<file path="config.mk">
export PLATFORM = sky130hd
export DESIGN_NAME = regfile_wb_arbiter_flat
export DESIGN_NICKNAME = d
export VERILOG_FILES = /design/src/rtl/wb_arb_pkg.sv /design/src/rtl/regfile_wb_arbiter_if.sv /design/src/rtl/regfile_scoreboard.sv /design/src/rtl/regfile_wb_arbiter.sv /design/src/flat_wrapper.sv
export SDC_FILE = /design/constraint.sdc
export NUM_CORES = 1
export LEC_CHECK = 0
export ABC_AREA = 1
export BUFFER_PORTS_ARGS = -buffer_cell sky130_fd_sc_hd__buf_4
export CAP_MARGIN = 20
export CORE_MARGIN = 4
export CORE_UTILIZATION = 45
export DETAILED_ROUTE_END_ITERATION = 10
export GPL_TIMING_DRIVEN = 0
export PLACE_DENSITY = 0.8
export SLEW_MARGIN = 40
export SYNTH_ARGS = -nofsm -noshare
export SYNTH_HDL_FRONTEND = slang
export SYNTH_HIERARCHICAL = 1
export SYNTH_SLANG_ARGS = --single-unit
</file>
<file path="constraint.sdc">
create_clock -name clk -period 3.11 [get_ports clk]
set_input_delay 0 -clock clk [delete_from_list [all_inputs] [get_ports clk]]
set_output_delay 0 -clock clk [all_outputs]
set_load 0.01 [all_outputs]
</file>
<file path="src/rtl/wb_arb_pkg.sv">
// Shared types and constants for the register-file writeback arbiter.
package wb_arb_pkg;
  localparam int REG_IDX_W = 5;
  localparam logic [REG_IDX_W-1:0] X0_IDX = '0;

  typedef enum logic {
    ARB   = 1'b0,
    FORCE = 1'b1
  } arb_state_t;
endpackage

</file>
<file path="src/rtl/regfile_wb_arbiter_if.sv">
// Writeback bus bundle: pipeline WB, multi-cycle unit, decode checks and RF write port.
interface regfile_wb_arbiter_if
  import wb_arb_pkg::*;
#(
  parameter int XLEN = 32,
  parameter int NREG = 32
);
  logic                 pipe_wb_en;
  logic [REG_IDX_W-1:0] pipe_wb_addr;
  logic [XLEN-1:0]      pipe_wb_data;
  logic                 ext_valid;
  logic [REG_IDX_W-1:0] ext_addr;
  logic [XLEN-1:0]      ext_data;
  logic                 ext_ready;
  logic                 ext_issue_valid;
  logic [REG_IDX_W-1:0] ext_issue_rd;
  logic                 pipe_stall;
  logic                 rf_write_enable;
  logic [REG_IDX_W-1:0] rf_write_address;
  logic [XLEN-1:0]      rf_write_data;
  logic [REG_IDX_W-1:0] chk_rs_a;
  logic [REG_IDX_W-1:0] chk_rs_b;
  logic [REG_IDX_W-1:0] chk_rd;
  logic                 hazard;
  logic [NREG-1:0]      busy_vec;

  modport slave (
    input  pipe_wb_en, pipe_wb_addr, pipe_wb_data,
    input  ext_valid, ext_addr, ext_data, ext_issue_valid, ext_issue_rd,
    input  chk_rs_a, chk_rs_b, chk_rd,
    output ext_ready, pipe_stall, rf_write_enable, rf_write_address, rf_write_data,
    output hazard, busy_vec
  );

  modport master (
    output pipe_wb_en, pipe_wb_addr, pipe_wb_data,
    output ext_valid, ext_addr, ext_data, ext_issue_valid, ext_issue_rd,
    output chk_rs_a, chk_rs_b, chk_rd,
    input  ext_ready, pipe_stall, rf_write_enable, rf_write_address, rf_write_data,
    input  hazard, busy_vec
  );
endinterface

</file>
<file path="src/rtl/regfile_scoreboard.sv">
// Pending-destination scoreboard for ops in flight in the multi-cycle unit.
module regfile_scoreboard
  import wb_arb_pkg::*;
#(
  parameter int NREG = 32
)(
  input  logic                 clk,
  input  logic                 reset,
  input  logic                 set_valid,
  input  logic [REG_IDX_W-1:0] set_idx,
  input  logic                 clr_valid,
  input  logic [REG_IDX_W-1:0] clr_idx,
  input  logic [REG_IDX_W-1:0] chk_a,
  input  logic [REG_IDX_W-1:0] chk_b,
  input  logic [REG_IDX_W-1:0] chk_c,
  output logic                 hazard,
  output logic [NREG-1:0]      busy_vec
);
  logic [NREG-1:0] busy_q, busy_n;

  function automatic logic is_busy(logic [NREG-1:0] v, logic [REG_IDX_W-1:0] i);
    return (i != X0_IDX) && (int'(i) < NREG) && v[i];
  endfunction

  // Next busy vector: clear first so a same-cycle issue to that index wins.
  always_comb begin
    busy_n = busy_q;
    if (clr_valid && clr_idx != X0_IDX && int'(clr_idx) < NREG) busy_n[clr_idx] = 1'b0;
    if (set_valid && set_idx != X0_IDX && int'(set_idx) < NREG) busy_n[set_idx] = 1'b1;
    busy_n[0] = 1'b0;
  end

  // Busy register.
  always_ff @(posedge clk) begin
    if (reset) busy_q <= '0;
    else       busy_q <= busy_n;
  end

  assign hazard   = is_busy(busy_q, chk_a) | is_busy(busy_q, chk_b) | is_busy(busy_q, chk_c);
  assign busy_vec = busy_q;
endmodule

</file>
<file path="src/rtl/regfile_wb_arbiter.sv">
// Register-file write-port arbiter: pipeline WB has priority, the multi-cycle
// unit is forced through after STARVE_LIMIT blocked cycles by stalling the
// pipeline for one cycle. Optional perf counters under WB_ARB_PERF_EN.
module regfile_wb_arbiter
  import wb_arb_pkg::*;
#(
  parameter int STARVE_LIMIT = 4,
  parameter int XLEN         = 32,
  parameter int NREG         = 32
)(
  input  logic                 clk,
  input  logic                 reset,
  regfile_wb_arbiter_if.slave  bus
`ifdef WB_ARB_PERF_EN
  ,
  output logic [31:0]          conflict_cnt,
  output logic [15:0]          force_cnt
`endif
);
  localparam logic [3:0] LIMIT_M1 = 4'(STARVE_LIMIT - 1);

  arb_state_t      state, state_n;
  logic [3:0]      starve_cnt, cnt_n;
  logic            stall_q, stall_n;
  logic            pipe_req, grant_pipe, grant_ext, ext_wr;
  logic [XLEN-1:0] wr_data;

  assign pipe_req = bus.pipe_wb_en && (bus.pipe_wb_addr != X0_IDX);

  // Grant selection and starvation/FORCE next-state.
  always_comb begin
    state_n    = state;
    cnt_n      = '0;
    stall_n    = 1'b0;
    grant_pipe = 1'b0;
    grant_ext  = 1'b0;
    case (state)
      ARB: begin
        if (pipe_req)           grant_pipe = 1'b1;
        else if (bus.ext_valid) grant_ext  = 1'b1;
        if (bus.ext_valid && !grant_ext) begin
          if (starve_cnt == LIMIT_M1) begin
            state_n = FORCE;
            stall_n = 1'b1;
          end else begin
            cnt_n = starve_cnt + 4'd1;
          end
        end
      end
      FORCE: begin
        // Pipeline is frozen holding its request; only ext may write.
        grant_ext = bus.ext_valid;
        state_n   = ARB;
      end
      default: state_n = ARB;
    endcase
  end

  // FSM, starvation counter and registered stall.
  always_ff @(posedge clk) begin
    if (reset) begin
      state      <= ARB;
      starve_cnt <= '0;
      stall_q    <= 1'b0;
    end else begin
      state      <= state_n;
      starve_cnt <= cnt_n;
      stall_q    <= stall_n;
    end
  end

  assign ext_wr               = grant_ext && (bus.ext_addr != X0_IDX);
  assign wr_data              = grant_pipe ? bus.pipe_wb_data : bus.ext_data;
  assign bus.ext_ready        = grant_ext;
  assign bus.pipe_stall       = stall_q;
  assign bus.rf_write_enable  = grant_pipe | ext_wr;
  assign bus.rf_write_address = grant_pipe ? bus.pipe_wb_addr : bus.ext_addr;
  assign bus.rf_write_data    = wr_data;

  regfile_scoreboard #(.NREG(NREG)) u_sb (
    .clk       (clk),
    .reset     (reset),
    .set_valid (bus.ext_issue_valid),
    .set_idx   (bus.ext_issue_rd),
    .clr_valid (ext_wr),
    .clr_idx   (bus.ext_addr),
    .chk_a     (bus.chk_rs_a),
    .chk_b     (bus.chk_rs_b),
    .chk_c     (bus.chk_rd),
    .hazard    (bus.hazard),
    .busy_vec  (bus.busy_vec)
  );

`ifdef WB_ARB_PERF_EN
  // Saturating conflict and FORCE-entry counters.
  always_ff @(posedge clk) begin
    if (reset) begin
      conflict_cnt <= '0;
      force_cnt    <= '0;
    end else begin
      if (bus.ext_valid && !grant_ext && conflict_cnt != '1) conflict_cnt <= conflict_cnt + 32'd1;
      if (state == ARB && state_n == FORCE && force_cnt != '1) force_cnt <= force_cnt + 16'd1;
    end
  end
`endif
endmodule

</file>
<file path="src/flat_wrapper.sv">
// flat-port wrapper written by rule: the top's interface ports become plain ports
module regfile_wb_arbiter_flat import wb_arb_pkg::*;
#(
  parameter int STARVE_LIMIT = 4,
  parameter int XLEN         = 32,
  parameter int NREG         = 32
)
  (clk, reset, bus_pipe_wb_en, bus_pipe_wb_addr, bus_pipe_wb_data, bus_ext_valid, bus_ext_addr, bus_ext_data, bus_ext_issue_valid, bus_ext_issue_rd, bus_chk_rs_a, bus_chk_rs_b, bus_chk_rd, bus_ext_ready, bus_pipe_stall, bus_rf_write_enable, bus_rf_write_address, bus_rf_write_data, bus_hazard, bus_busy_vec);
  regfile_wb_arbiter_if #(.XLEN(XLEN), .NREG(NREG)) bus_i ();
  input  logic clk;
  input  logic reset;
  input wire logic [$bits(bus_i.pipe_wb_en)-1:0] bus_pipe_wb_en;
  input wire logic [$bits(bus_i.pipe_wb_addr)-1:0] bus_pipe_wb_addr;
  input wire logic [$bits(bus_i.pipe_wb_data)-1:0] bus_pipe_wb_data;
  input wire logic [$bits(bus_i.ext_valid)-1:0] bus_ext_valid;
  input wire logic [$bits(bus_i.ext_addr)-1:0] bus_ext_addr;
  input wire logic [$bits(bus_i.ext_data)-1:0] bus_ext_data;
  input wire logic [$bits(bus_i.ext_issue_valid)-1:0] bus_ext_issue_valid;
  input wire logic [$bits(bus_i.ext_issue_rd)-1:0] bus_ext_issue_rd;
  input wire logic [$bits(bus_i.chk_rs_a)-1:0] bus_chk_rs_a;
  input wire logic [$bits(bus_i.chk_rs_b)-1:0] bus_chk_rs_b;
  input wire logic [$bits(bus_i.chk_rd)-1:0] bus_chk_rd;
  output wire logic [$bits(bus_i.ext_ready)-1:0] bus_ext_ready;
  output wire logic [$bits(bus_i.pipe_stall)-1:0] bus_pipe_stall;
  output wire logic [$bits(bus_i.rf_write_enable)-1:0] bus_rf_write_enable;
  output wire logic [$bits(bus_i.rf_write_address)-1:0] bus_rf_write_address;
  output wire logic [$bits(bus_i.rf_write_data)-1:0] bus_rf_write_data;
  output wire logic [$bits(bus_i.hazard)-1:0] bus_hazard;
  output wire logic [$bits(bus_i.busy_vec)-1:0] bus_busy_vec;
  assign bus_i.pipe_wb_en = bus_pipe_wb_en;
  assign bus_i.pipe_wb_addr = bus_pipe_wb_addr;
  assign bus_i.pipe_wb_data = bus_pipe_wb_data;
  assign bus_i.ext_valid = bus_ext_valid;
  assign bus_i.ext_addr = bus_ext_addr;
  assign bus_i.ext_data = bus_ext_data;
  assign bus_i.ext_issue_valid = bus_ext_issue_valid;
  assign bus_i.ext_issue_rd = bus_ext_issue_rd;
  assign bus_i.chk_rs_a = bus_chk_rs_a;
  assign bus_i.chk_rs_b = bus_chk_rs_b;
  assign bus_i.chk_rd = bus_chk_rd;
  assign bus_ext_ready = bus_i.ext_ready;
  assign bus_pipe_stall = bus_i.pipe_stall;
  assign bus_rf_write_enable = bus_i.rf_write_enable;
  assign bus_rf_write_address = bus_i.rf_write_address;
  assign bus_rf_write_data = bus_i.rf_write_data;
  assign bus_hazard = bus_i.hazard;
  assign bus_busy_vec = bus_i.busy_vec;
  regfile_wb_arbiter #(.STARVE_LIMIT(STARVE_LIMIT), .XLEN(XLEN), .NREG(NREG)) u_core (.clk(clk), .reset(reset), .bus(bus_i));
endmodule
</file>
## Yosys cells after proc, flatten, opt, wreduce, memory -nomap -nowiden

Index checks and enable logic that the tools add are counted.

| storage, ports and cells | value |
|---|---|
| input bits | 99 |
| bits in registers | 38 |
| output and inout port bits | 73 |

| cells by class | value |
|---|---|
| bitwise logic cells | 8 |
| add/subtract/negate cells | 1 |
| reductions and logical operators | 19 |
| equality and inequality tests | 1 |
| multiplexer cells | 23 |
| order comparisons | 7 |

Operators with widths:

| operator | number |
|---|---|
| 32-bit two-way mux | 3 |
| 32-bit bitwise AND | 1 |
| 32-bit inverter | 1 |
| 32-bit bitwise OR | 1 |
| 5-bit by 6-bit < comparator with 1-bit output (second input constant) | 5 |
| 5-bit nonzero test | 6 |
| 1-bit binary-select mux with 5-bit select | 3 |
| 1-bit two-way mux | 12 |
| 1-bit demux with 5-bit select | 2 |
| 5-bit by 1-bit >= comparator with 1-bit output (second input constant) | 2 |
| 1-bit logical AND | 10 |
| 5-bit two-way mux | 1 |
| 4-bit by 1-bit adder with 4-bit output (second input constant) | 1 |
| 4-bit by 2-bit == test with 1-bit output (second input constant) | 1 |
| 1-bit case mux with 2 select lines | 2 |
| 4-bit OR reduction | 1 |
| 1-bit bitwise OR | 3 |
| 1-bit inverter | 2 |
| 2-bit OR reduction | 1 |
| 1-bit zero test | 1 |

## Longest topological paths before layout

Gate-level depths: netlist of run 1.

| depth | value |
|---|---|
| depth after elaboration | 10 |
| depth in mapped cells | 14 |

## Hierarchy

Netlist of run 1, hierarchy kept.

Modules (own cells, without submodules):

| module | area an instance (um^2) | seq. area each (um^2) | times used | cells each |
|---|---|---|---|---|
| regfile_scoreboard | 2,482.4 | 620.6 | 1 | 452 |
| regfile_wb_arbiter | 748.2 | 100.1 | 1 | 154 |

## Worst setup path after synthesis of run 1

OpenSTA, ideal clock, no wires.

| path | value |
|---|---|
| path type | flip-flop to flip-flop |
| from | register u_core.state |
| to | register u_core.u_sb.busy_q[10], in the netlist u_core/u_sb/busy_vec[10] |
| slack | 1.577 ns |
| required time | 2.978 ns |
| clock period less this slack | 1.533 ns |
| buffers on the path | 1 |
| data arrival time | 1.401 ns |
| setup time | 0.132 ns |
| stages on the path, launching flop included | 11 |
| path through | dfxtp_1 > nor2_2 > nand2_4 > buf_6 > nand2_1 > nor2_1 > o21ai_0 > inv_1 > nand2_1 > o21ai_0 > a21oi_1 |

| between the ends | value |
|---|---|
| cells in the longest elaborated chain, start to end | 7 |

Ends and longest elaborated chain:

| what | RTL line | text |
|---|---|---|
| from (decl) | regfile_wb_arbiter.sv:22 | `arb_state_t state, state_n;` |
| from (signal assigned) | regfile_wb_arbiter.sv:66 | `state <= state_n;` |
| 1-bit inverter | regfile_wb_arbiter.sv:37 | `case (state)` |
| 1-bit case mux with 2 select lines (*) | regfile_wb_arbiter.sv:37 |  |
| 1-bit logical AND (*) | regfile_wb_arbiter.sv:72 | `assign ext_wr = grant_ext && (bus.ext_addr != X0_IDX);` |
| named net u_core.ext_wr | regfile_wb_arbiter.sv:25 | `logic pipe_req, grant_pipe, grant_ext, ext_wr;` |
| 1-bit logical AND (*) | regfile_scoreboard.sv:28 | `if (clr_valid && clr_idx != X0_IDX && int'(clr_idx) < NREG) busy_n[clr_idx] = 1'b0;` |
| 32-bit two-way mux (*) | regfile_scoreboard.sv:28 |  |
| 32-bit bitwise OR (no source line) | - |  |
| 32-bit two-way mux (*) | regfile_scoreboard.sv:29 | `if (set_valid && set_idx != X0_IDX && int'(set_idx) < NREG) busy_n[set_idx] = 1'b1;` |
| to (signal assigned) | regfile_scoreboard.sv:36 | `else busy_q <= busy_n;` |
| to (decl) | regfile_scoreboard.sv:19 | `logic [NREG-1:0] busy_q, busy_n;` |

The timed path passes the listed nets; every way through them passes the cells marked *.
A chain may end at the register's enable or synchronous reset.

## Worst setup path in the final report of run 1

| path | value |
|---|---|
| from | register u_core.state |
| to | register u_core.u_sb.busy_q[14], in the netlist u_core/u_sb/busy_vec[14] |

The elaborated chain is that of the path after synthesis.

==> flow_metrics.tcl, run 1 <==
set metrics [dict create \
    reg2regPathDepth 10 \
    placementRows 30 \
    final-seq-area_sq_um 721 \
    ys.flop_type "dfxtp_1" \
    port_buffers 166 \
    drv_cap 0 \
    worstSetupEndpointType "register" \
    yosys-top-cells-area "nand2_1, dfxtp_1, nand3_1, inv_1, a21oi_1" \
    hold_viol 0 \
    synth_top_area_share_pct 32.3 \
    drt_iter0_drc 436 \
    placed_cell_area_sq_um 4600 \
    synth_warnings 6 \
    post_synth_and_or_nand_nor_area_fraction_pct 49.5 \
    tightest_slew_ps 738 \
    final_area_sq_um 4700 \
    grt_max_degree 11 \
    wl_per_cell_um 15.1 \
    multi_input_area_sq_um 2030 \
    worstPathCellList "nor2_2, nand2_4, buf_6, nand2_1, nor2_1, o21ai_0, inv_1, nand2_1, o21ai_0, a21oi_1" \
    grt_use_total_pct 29.7 \
    synth_adder_area_share_pct 0.387 \
    p_comb_share_pct 36.3 \
    setup_viol 0 \
    worstPathArrival_ps 2110 \
    critPathLaunchType "register" \
    synth_top_family_by_area "simple AND/OR/NAND/NOR gates" \
    syn_to_final_growth_pct 45.6 \
    clk_path_buf_depth 2 \
    final.setup.tns_ps 0 \
    finalNetCount 880 \
    syn_inst 606 \
    grt_pass1_wl_mm 20.3 \
    yosysMostFrequentCell "nand2_1" \
    p_leak_nw 2.57 \
    yosysSeqAreaShare_pct 22.3 \
    syn-cell-area_sq_um 3230 \
    synth_common_cells "nand2_1, inv_1, nand3_1, a21oi_1, dfxtp_1" \
    utilization_pct 68.5 \
    cts_root_buf "clkbuf_8" \
    antenna_found_initial 0 \
    startpoint "u_core/state" \
    fin_crit_ps 1950 \
    place_congestion 0.960 \
    start_util_pct 47.0 \
    r2r-end "u_core/u_sb/busy_vec[14]" \
    pin_count 172 \
    synthesis.nets 706 \
    fin_crit_sh_pct 62.7 \
    synth_cell_type_count 33 \
    synth_compound_area_share_pct 12.4 \
    ir_worst_vdd_v 0.000307 \
    rsz0062_at_grt "false" \
    dieArea_sq_um 8600 \
    dp_hpwl_mm 10.9 \
    grt_overflow 0 \
    yosysTopAreaCell "nand2_1" \
    insertion_delay_ps 290 \
    cts_sinks 36 \
    finClkSkew_ps 2.90 \
    fmax_ghz 0.513 \
    vias 4581 \
    drtAntennaViolNets 0 \
    cpPeakStageDelay_ps 360 \
    endpoint "u_core/u_sb/busy_vec[14]" \
    yosys.area_share.xor_xnor_pct 0.542 \
    synthMuxAreaShare_pct 0 \
    crit_type "reg -> reg" \
    via_per_inst 5.23 \
    first_global_vias 3884 \
    reg2reg_from "u_core/state" \
    p_total_mw 1.31 \
    synth_edf_count 0 \
    drc 0 \
    cp_max_fo 10 \
    pwr-share-seq_pct 36.1 \
    ys_async_sr_fraction_pct 0 \
    cp_top_family "simple AND/OR/NAND/NOR gates" \
    routed_wl_mm 13.2 \
    drt_first_pass_iters 5 \
    die_w_um 92.7 \
    min_path_type "in -> reg" \
    syn_area_per_cell_sq_um 5.33 \
    power.switching_mw 0.423 \
    crit_slowest_cell "dfxtp_1" \
    h-tree-depth 2 \
    cp.required_ps 3260 \
    internal-power_mw 0.886 \
    relSlewSlack_pct 50.6 \
    cts_tree "done" \
    clk_pin_slew_ps 70 \
    nFillCells 678 \
    switching_share_pct 32.3 \
    core_sq_um 6870 \
    power.density_nw_per_um2 278 \
    drv_slew 0 \
    clkPwrFrac_pct 27.5 \
    outcome "finished clean" \
    cp.buffers_inverters 2 \
    drive_gt1_share_pct 25.8 \
    die_y_um 92.7 \
    r2r_setup_slack_ps 1160 \
    critical_path_depth 10 \
    ys_seq_elements 36 \
    cts_buffers 5 \
    post-cts-setup-buffers 0 \
    insertedDiodeCount 0 \
]
==> repair_timing <==
action | CTS | global route
hold endpoints to repair | 1 | 0
gates resized for setup | 0 | 0
hold buffers | 1 | 0
==> per-layer routing <==
| layer | wire length [um] | track usage (%) | vias up |
|---|---|---|---|
| met5 | 0 | 0 | - |
| met4 | 171 | 5.86 | 0 |
| met1 | 5670 | 43.6 | 2059 |
| li1 | - | - | 2245 |
| met3 | 1390 | 5.20 | 21 |
| met2 | 6000 | 45.4 | 256 |
==> sequential cells by signal, indices dropped and copies added (netlist names) <==
name and count:
u_core/starve_cnt 4, u_core/state 1, u_core/u_sb/busy_vec 31
==> layout make-up <==
class	count	share of cell area (%)
Multi-Input combinational cell	473	43.2
Timing Repair Buffer	167	26.7
Sequential cell	36	15.3
Inverter	76	6.28
Buffer	21	3.88
Tap cell	96	2.55
Clock buffer	7	2.05
==> metrics by stage <==
| step | hold slack, ps | instances | worst slack, ps |
|---|---|---|---|
| 3_3_place_gp | 220 | 868 | 1330 |
| 5_1_grt | 110 | 876 | 1050 |
| 3_5_place_dp | 216 | 868 | 1240 |
| 2_1_floorplan | 69.1 | 606 | 1580 |
| 6_report | 74.4 | 876 | 1160 |
| 4_1_cts | 71.4 | 876 | 1230 |
==> power groups by stage <==
stage / logic (mW) / registers [mW] / clock network, mW
after floorplan: 0.227 / 0.484 / 0
after global placement: 0.456 / 0.483 / 0
after detailed placement: 0.466 / 0.483 / 0
after CTS: 0.469 / 0.473 / 0.363
after global routing: 0.520 / 0.473 / 0.389
final: 0.476 / 0.473 / 0.360
==> tightest hold or removal path, stage by stage <==
cell,delay (ps)
buf_4,110
nor3_1,90
nand2_1,60
a21oi_1,50
==> logic make-up (layout without fill, tap and decap cells) <==
kind of cell | count (synthesis) | after routing
and+or+nand+nor | 392 | 392
buffers and inverters | 97 | 271
AOI/OAI and AO/OA | 77 | 77
DFF | 36 | 36
xor gates and xnor gates | 2 | 2
adders and majority gates | 1 | 1
other | 1 | 1
==> cell usage in the layout (no fill, tap or decap), types with 2 or more instances in the layout <==
cell type  synthesis  layout
clkbuf_8           0       7
o21ai_1            2       2
a21oi_1           36      36
a31oi_1            2       2
buf_6              9       9
nor2_2             4       4
nand2_1          278     278
inv_1             70      70
nand3_1           60      60
buf_4              6     172
nor3_1            11      11
clkbuf_1           3       3
inv_4              2       2
o211ai_1           3       3
nand4_1            2       2
nor2_1            32      32
dfxtp_1           36      36
buf_2              2       2
o21ai_0           32      32
clkinv_1           2       2
==> worst min-delay path by stage <==
stage / start / slack (ps) / to / cells past startpoint
2_1_floorplan: reset / 70 / u_core/u_sb/busy_vec[4] / 1
3_3_place_gp: reset / 220 / u_core/u_sb/busy_vec[4] / 2
3_5_place_dp: reset / 220 / u_core/u_sb/busy_vec[4] / 2
4_1_cts: bus_ext_issue_rd[4] / 70 / u_core/u_sb/busy_vec[4] / 4
5_1_grt: bus_ext_issue_rd[3] / 110 / u_core/u_sb/busy_vec[23] / 4
6_report: bus_ext_issue_rd[3] / 70 / u_core/u_sb/busy_vec[20] / 4
Power figures use the tool's default switching activity.
==> inputs of run 2 (changes only) <==
--- a/config.mk
+++ b/config.mk
@@ -9,10 +9,10 @@
 export BUFFER_PORTS_ARGS = -buffer_cell sky130_fd_sc_hd__buf_4
 export CAP_MARGIN = 20
 export CORE_MARGIN = 4
-export CORE_UTILIZATION = 45
+export CORE_UTILIZATION = 42
 export DETAILED_ROUTE_END_ITERATION = 10
 export GPL_TIMING_DRIVEN = 0
-export PLACE_DENSITY = 0.8
+export PLACE_DENSITY = 0.79
 export SLEW_MARGIN = 40
 export SYNTH_ARGS = -nofsm -noshare
 export SYNTH_HDL_FRONTEND = slang
==> constraint.sdc (replaced) <==
create_clock -name clk -period 1.75 [get_ports clk]
set_input_delay 0 -clock clk [delete_from_list [all_inputs] [get_ports clk]]
set_output_delay 0 -clock clk [all_outputs]
set_load 0.01 [all_outputs]
==> flow_metrics.tcl, run 2 (synthesized netlist as in run 1, its figures left out) <==
set metrics [dict create \
    placementRows 31 \
    via_per_inst 5.11 \
    cts_tree "done" \
    start_util_pct 43.8 \
    core_sq_um 7370 \
    vias 4494 \
    clk_pin_slew_ps 80 \
    endpoint "u_core/u_sb/busy_vec[29]" \
    fin_crit_ps 1650 \
    crit_top_cell "nand2_1" \
    multi_input_area_sq_um 2050 \
    cts_sinks 36 \
    critical_path_depth 10 \
    drtAntennaViolNets 0 \
    syn_to_final_growth_pct 46.7 \
    dp_hpwl_mm 10.4 \
    dpl_worst_slack_ps -85.5 \
    final-seq-area_sq_um 722 \
    final_cell_mix "nand2_1, buf_4, inv_1" \
    clk_path_buf_depth 2 \
    drc 0 \
    critPathLaunchType "register" \
    tightest_slew_ps 693 \
    insertedDiodeCount 0 \
    instances_no_fill 880 \
    cp.buffers_inverters 2 \
    grt_pass1_wl_mm 19.8 \
    startpoint "u_core/state" \
    worst_slack_ps 98.6 \
    h-tree-depth 2 \
    wl_per_cell_um 14.6 \
    setup_viol 0 \
    finalNetCount 880 \
    antenna_found_initial 0 \
    cts_buffers 5 \
    port_buffers 166 \
    fin_crit_sh_pct 94.4 \
    r2r-end "u_core/u_sb/busy_vec[29]" \
    worstPathArrival_ps 1810 \
    rsz0062_at_grt "true" \
    cpPeakStageDelay_ps 350 \
    power.density_nw_per_um2 510 \
    die_y_um 95.7 \
    drv_slew 0 \
    cp.required_ps 1910 \
    place_congestion 0.931 \
    utilization_pct 64.3 \
    finClkSkew_ps 7.45 \
    drt_first_pass_iters 6 \
    die_w_um 95.7 \
    drv_cap 0 \
    largest_reg_flops 31 \
    crit_slowest_cell "dfxtp_2" \
    grt_overflow 0 \
    fmax_ghz 0.606 \
    cp_top_family "simple AND/OR/NAND/NOR gates" \
    worstSetupEndpointType "register" \
    dieArea_sq_um 9160 \
    outcome "finished clean" \
    nFillCells 738 \
    reg2reg_from "u_core/state" \
    routed_wl_mm 12.8 \
    final_area_sq_um 4740 \
    insertion_delay_ps 290 \
    drt_iter0_drc 452 \
    cp_max_fo 10 \
    first_global_vias 3991 \
    crit_type "reg -> reg" \
    final.setup.tns_ps 0 \
    ir_worst_vdd_v 0.000627 \
    reg2regPathDepth 10 \
    min_path_type "in -> reg" \
    placed_cell_area_sq_um 4600 \
    p_leak_nw 2.57 \
    r2r_setup_slack_ps 100 \
    relSlewSlack_pct 53.6 \
    cts_root_buf "clkbuf_8" \
    dp.cells 871 \
    worstPathCellList "nor2_2, nand2_4, buf_6, nand2_1, nor2_4, o21ai_0, inv_2, nand2_1, o21ai_1, a21oi_1" \
    drive_gt1_share_pct 26.8 \
    post-cts-setup-buffers 0 \
    hold_viol 0 \
    grt_use_total_pct 27.6 \
    final_common_cell "nand2_1" \
    pin_count 172 \
    grt_max_degree 12 \
]
run 2: cell types whose count changed in the layout (fill, tap and decap cells not counted), sizes merged:
cell    previous run  this run
clkinv             2         3
bufinv             0         1
clkbuf            10         9
run 2: per-layer routing:
metal  routed length (um)  global-route usage, %
met2                 6060                   44.9
met5                    0                      0
met3                 1270                   4.85
met4                  131                   4.86
met1                 5370                   38.7
run 2: stage by stage:
stage	power (mW)	hold WS, ps
after floorplan	1.26	69.1
after global placement	1.66	218
after detailed placement	1.68	219
after CTS	2.40	52.2
after global routing	2.55	74.1
final	2.42	70.8
run 2: worst register-to-register path: stages (launching register included):
cell	delay [ps]
dfxtp_2	350
nor2_2	60
nand2_4	110
buf_6	140
nand2_1	100
nor2_4	130
o21ai_0	110
inv_2	170
nand2_1	120
o21ai_1	130
a21oi_1	80
run 2: where the power goes:
group	internal (mW)	total (mW)	switching, mW
clock network	0.423	0.732	0.309
logic	0.395	0.844	0.449
registers	0.829	0.840	0.0110
run 2: area by class of cell:
class,instances,share of cell area (%)
buffer,21,3.85
clock buffer,6,1.53
clock inverter,2,0.739
inverter,76,6.23
multi-input combinational,473,43.3
sequential,36,15.2
tap,99,2.61
timing repair buffer,167,26.5
run 2: worst min-delay path by stage:
stage / from / to / slack, ps / depth (start not counted)
after floorplan: reset / u_core/u_sb/busy_vec[4] / 70 / 1
after global placement: reset / u_core/u_sb/busy_vec[4] / 220 / 2
after detailed placement: reset / u_core/u_sb/busy_vec[4] / 220 / 2
after CTS: bus_ext_issue_rd[4] / u_core/u_sb/busy_vec[4] / 50 / 4
after global routing: bus_ext_issue_rd[4] / u_core/u_sb/busy_vec[4] / 70 / 4
final: bus_pipe_wb_en / u_core/state / 70 / 5
run 2: repair_timing:
| item | 4_1_cts | 5_1_grt |
|---|---|---|
| setup endpoints to repair | 19 | 26 |
| cloned | 0 | 0 |
| endpoints found under the hold margin | 1 | 0 |
| gates resized for setup | 2 | 24 |
| hold buffers | 1 | 0 |
==> inputs of run 3 (changes only) <==
==> constraint.sdc (replaced) <==
create_clock -name clk -period 1.5 [get_ports clk]
set_input_delay 0 -clock clk [delete_from_list [all_inputs] [get_ports clk]]
set_output_delay 0 -clock clk [all_outputs]
set_load 0.01 [all_outputs]
==> flow_metrics.tcl, run 3 (synthesized netlist as in run 1, its figures left out) <==
set metrics [dict create \
    outcome "finished with violations" \
    failed_checks "setup timing" \
    final-seq-area_sq_um 757 \
    cts_root_buf "clkbuf_8" \
    syn_to_final_growth_pct 55.5 \
    drv_cap 0 \
    tightest_slew_ps 732 \
    finalNetCount 891 \
    h-tree-depth 2 \
    crit_slowest_cell "dfxtp_2" \
    worstPathArrival_ps 1700 \
    setup_viol 12 \
    fin_crit_ps 1550 \
    r2r-end "u_core/u_sb/busy_vec[29]" \
    cp_max_fo 4 \
    drc 0 \
    grt_max_degree 12 \
    dpl_worst_slack_ps -271 \
    nFillCells 669 \
    insertion_delay_ps 290 \
    cp.buffers_inverters 3 \
    cpPeakStageDelay_ps 350 \
    port_buffers 166 \
    multi_input_area_sq_um 2190 \
    die_y_um 95.7 \
    power.switching_mw 0.939 \
    fin_crit_sh_pct 103 \
    core_sq_um 7370 \
    cts_buffers 5 \
    insertedDiodeCount 0 \
    relSlewSlack_pct 51.0 \
    pwr-share-seq_pct 33.9 \
    clk_pin_slew_ps 70 \
    crit_top_cell "nand2_4" \
    min_path_type "in -> reg" \
    routed_wl_mm 13.7 \
    reg2reg_from "u_core/state" \
    drt_iter0_drc 462 \
    ir_worst_vdd_v 0.000615 \
    power.density_nw_per_um2 576 \
    dieArea_sq_um 9160 \
    cp.required_ps 1660 \
    holdWs_ps 84.5 \
    cts_tree "done" \
    wl_per_cell_um 15.4 \
    finClkSkew_ps 6.92 \
    rsz0062_at_grt "true" \
    drive_gt1_share_pct 36.6 \
    start_util_pct 43.8 \
    antenna_found_initial 0 \
    placementRows 31 \
    pin_count 172 \
    fmax_ghz 0.647 \
    switching_share_pct 32.4 \
    largest_reg_flops 31 \
    clkPwrFrac_pct 29.4 \
    vias 4616 \
    final_common_cell "nand2_1" \
    worstSetupEndpointType "register" \
    p_total_mw 2.89 \
    drtAntennaViolNets 0 \
    final_cell_mix "nand2_1, buf_4, nand3_1" \
    hold_viol 0 \
    hold_path_startpoint "bus_ext_issue_rd[4]" \
    clk_path_buf_depth 2 \
    die_w_um 95.7 \
    grt_use_total_pct 28.5 \
    reg2regPathDepth 11 \
    drv_slew 0 \
    r2r_setup_slack_ps -50 \
    min_to "u_core/u_sb/busy_vec[7]" \
    worst_slack_ps -46.3 \
    first_global_vias 4137 \
    crit_type "reg -> reg" \
    cp_top_family "simple AND/OR/NAND/NOR gates" \
    grt_overflow 0 \
    cts_sinks 36 \
    holdPathStages 4 \
    place_congestion 0.914 \
    drt_first_pass_iters 5 \
    via_per_inst 5.18 \
    worstPathCellList "nor2_4, nand2_4, buf_6, nand2_4, nor2_4, o21ai_2, inv_2, buf_6, nand2_4, o21ai_2, a21oi_1" \
    dp_hpwl_mm 10.6 \
    critPathLaunchType "register" \
    p_comb_share_pct 36.7 \
    grt_pass1_wl_mm 20.6 \
    p_leak_nw 2.72 \
    internal-power_mw 1.96 \
]
## run 3: worst max-delay path by stage
stage | start | endpoint | slack, ps | depth (start not counted)
4_1_cts | u_core/u_sb/busy_vec[9] | bus_hazard | 0.7 | 10
5_1_grt | u_core/u_sb/busy_vec[19] | bus_hazard | -120 | 13
2_1_floorplan | u_core/state | u_core/u_sb/busy_vec[10] | 10 | 10
6_report | u_core/state | u_core/u_sb/busy_vec[29] | -50 | 11
3_5_place_dp | bus_pipe_wb_addr[3] | u_core/u_sb/busy_vec[21] | -270 | 12
3_3_place_gp | u_core/state | u_core/u_sb/busy_vec[14] | -140 | 10
## run 3: worst min-delay path, delay by kind of cell
kind | cells | cell delay [ps]
AO/OA/AOI/OAI | 1 | 60
buffers and inverters | 1 | 110
AND/OR/NAND/NOR | 2 | 170
## run 3: cell type report
type,instances,share of cell area (%)
repair buffers,177,26.9
repair inverters,1,0.125
clock inverters,2,0.697
multi-input cells,473,43.6
well taps,99,2.47
inverters,76,6.03
plain buffers,21,3.64
flip-flops and latches,36,15.1
clock buffers,6,1.44
## run 3: repair_timing
item | CTS | global route
resized for setup | 51 | 67
endpoints found under the hold margin | 1 | 0
cloned | 1 | 1
setup buffers | 6 | 3
setup endpoints to repair | 29 | 60
hold buffers | 1 | 0
pin swaps | 13 | 30
## run 3: through the flow
step	util (%)	TNS [ps]	instance area [sq um]	std cells
floorplan	-	0	3230	606
global placement	62.5	-2630	4600	871
detailed placement	62.5	-4150	4600	871
CTS	65.4	0	4820	887
global route	68.2	-1300	5020	891
finish	68.2	-261	5020	891
## run 3: power by group through the flow
stage | combinational (mW) | clock (mW) | sequential [mW]
2_1_floorplan | 0.472 | 0 | 1.00
3_3_place_gp | 0.939 | 0 | 1.00
3_5_place_dp | 0.960 | 0 | 1.00
4_1_cts | 0.996 | 0.852 | 0.980
5_1_grt | 1.15 | 0.908 | 0.981
6_report | 1.06 | 0.852 | 0.980
## run 3: metal layers
layer / GRT usage [%] / wire length (um) / vias up
met5: 0 / 0 / -
met4: 5.45 / 197 / 0
met3: 4.30 / 1340 / 24
met2: 47.9 / 6700 / 259
met1: 38.9 / 5490 / 2058
li1: - / - / 2275
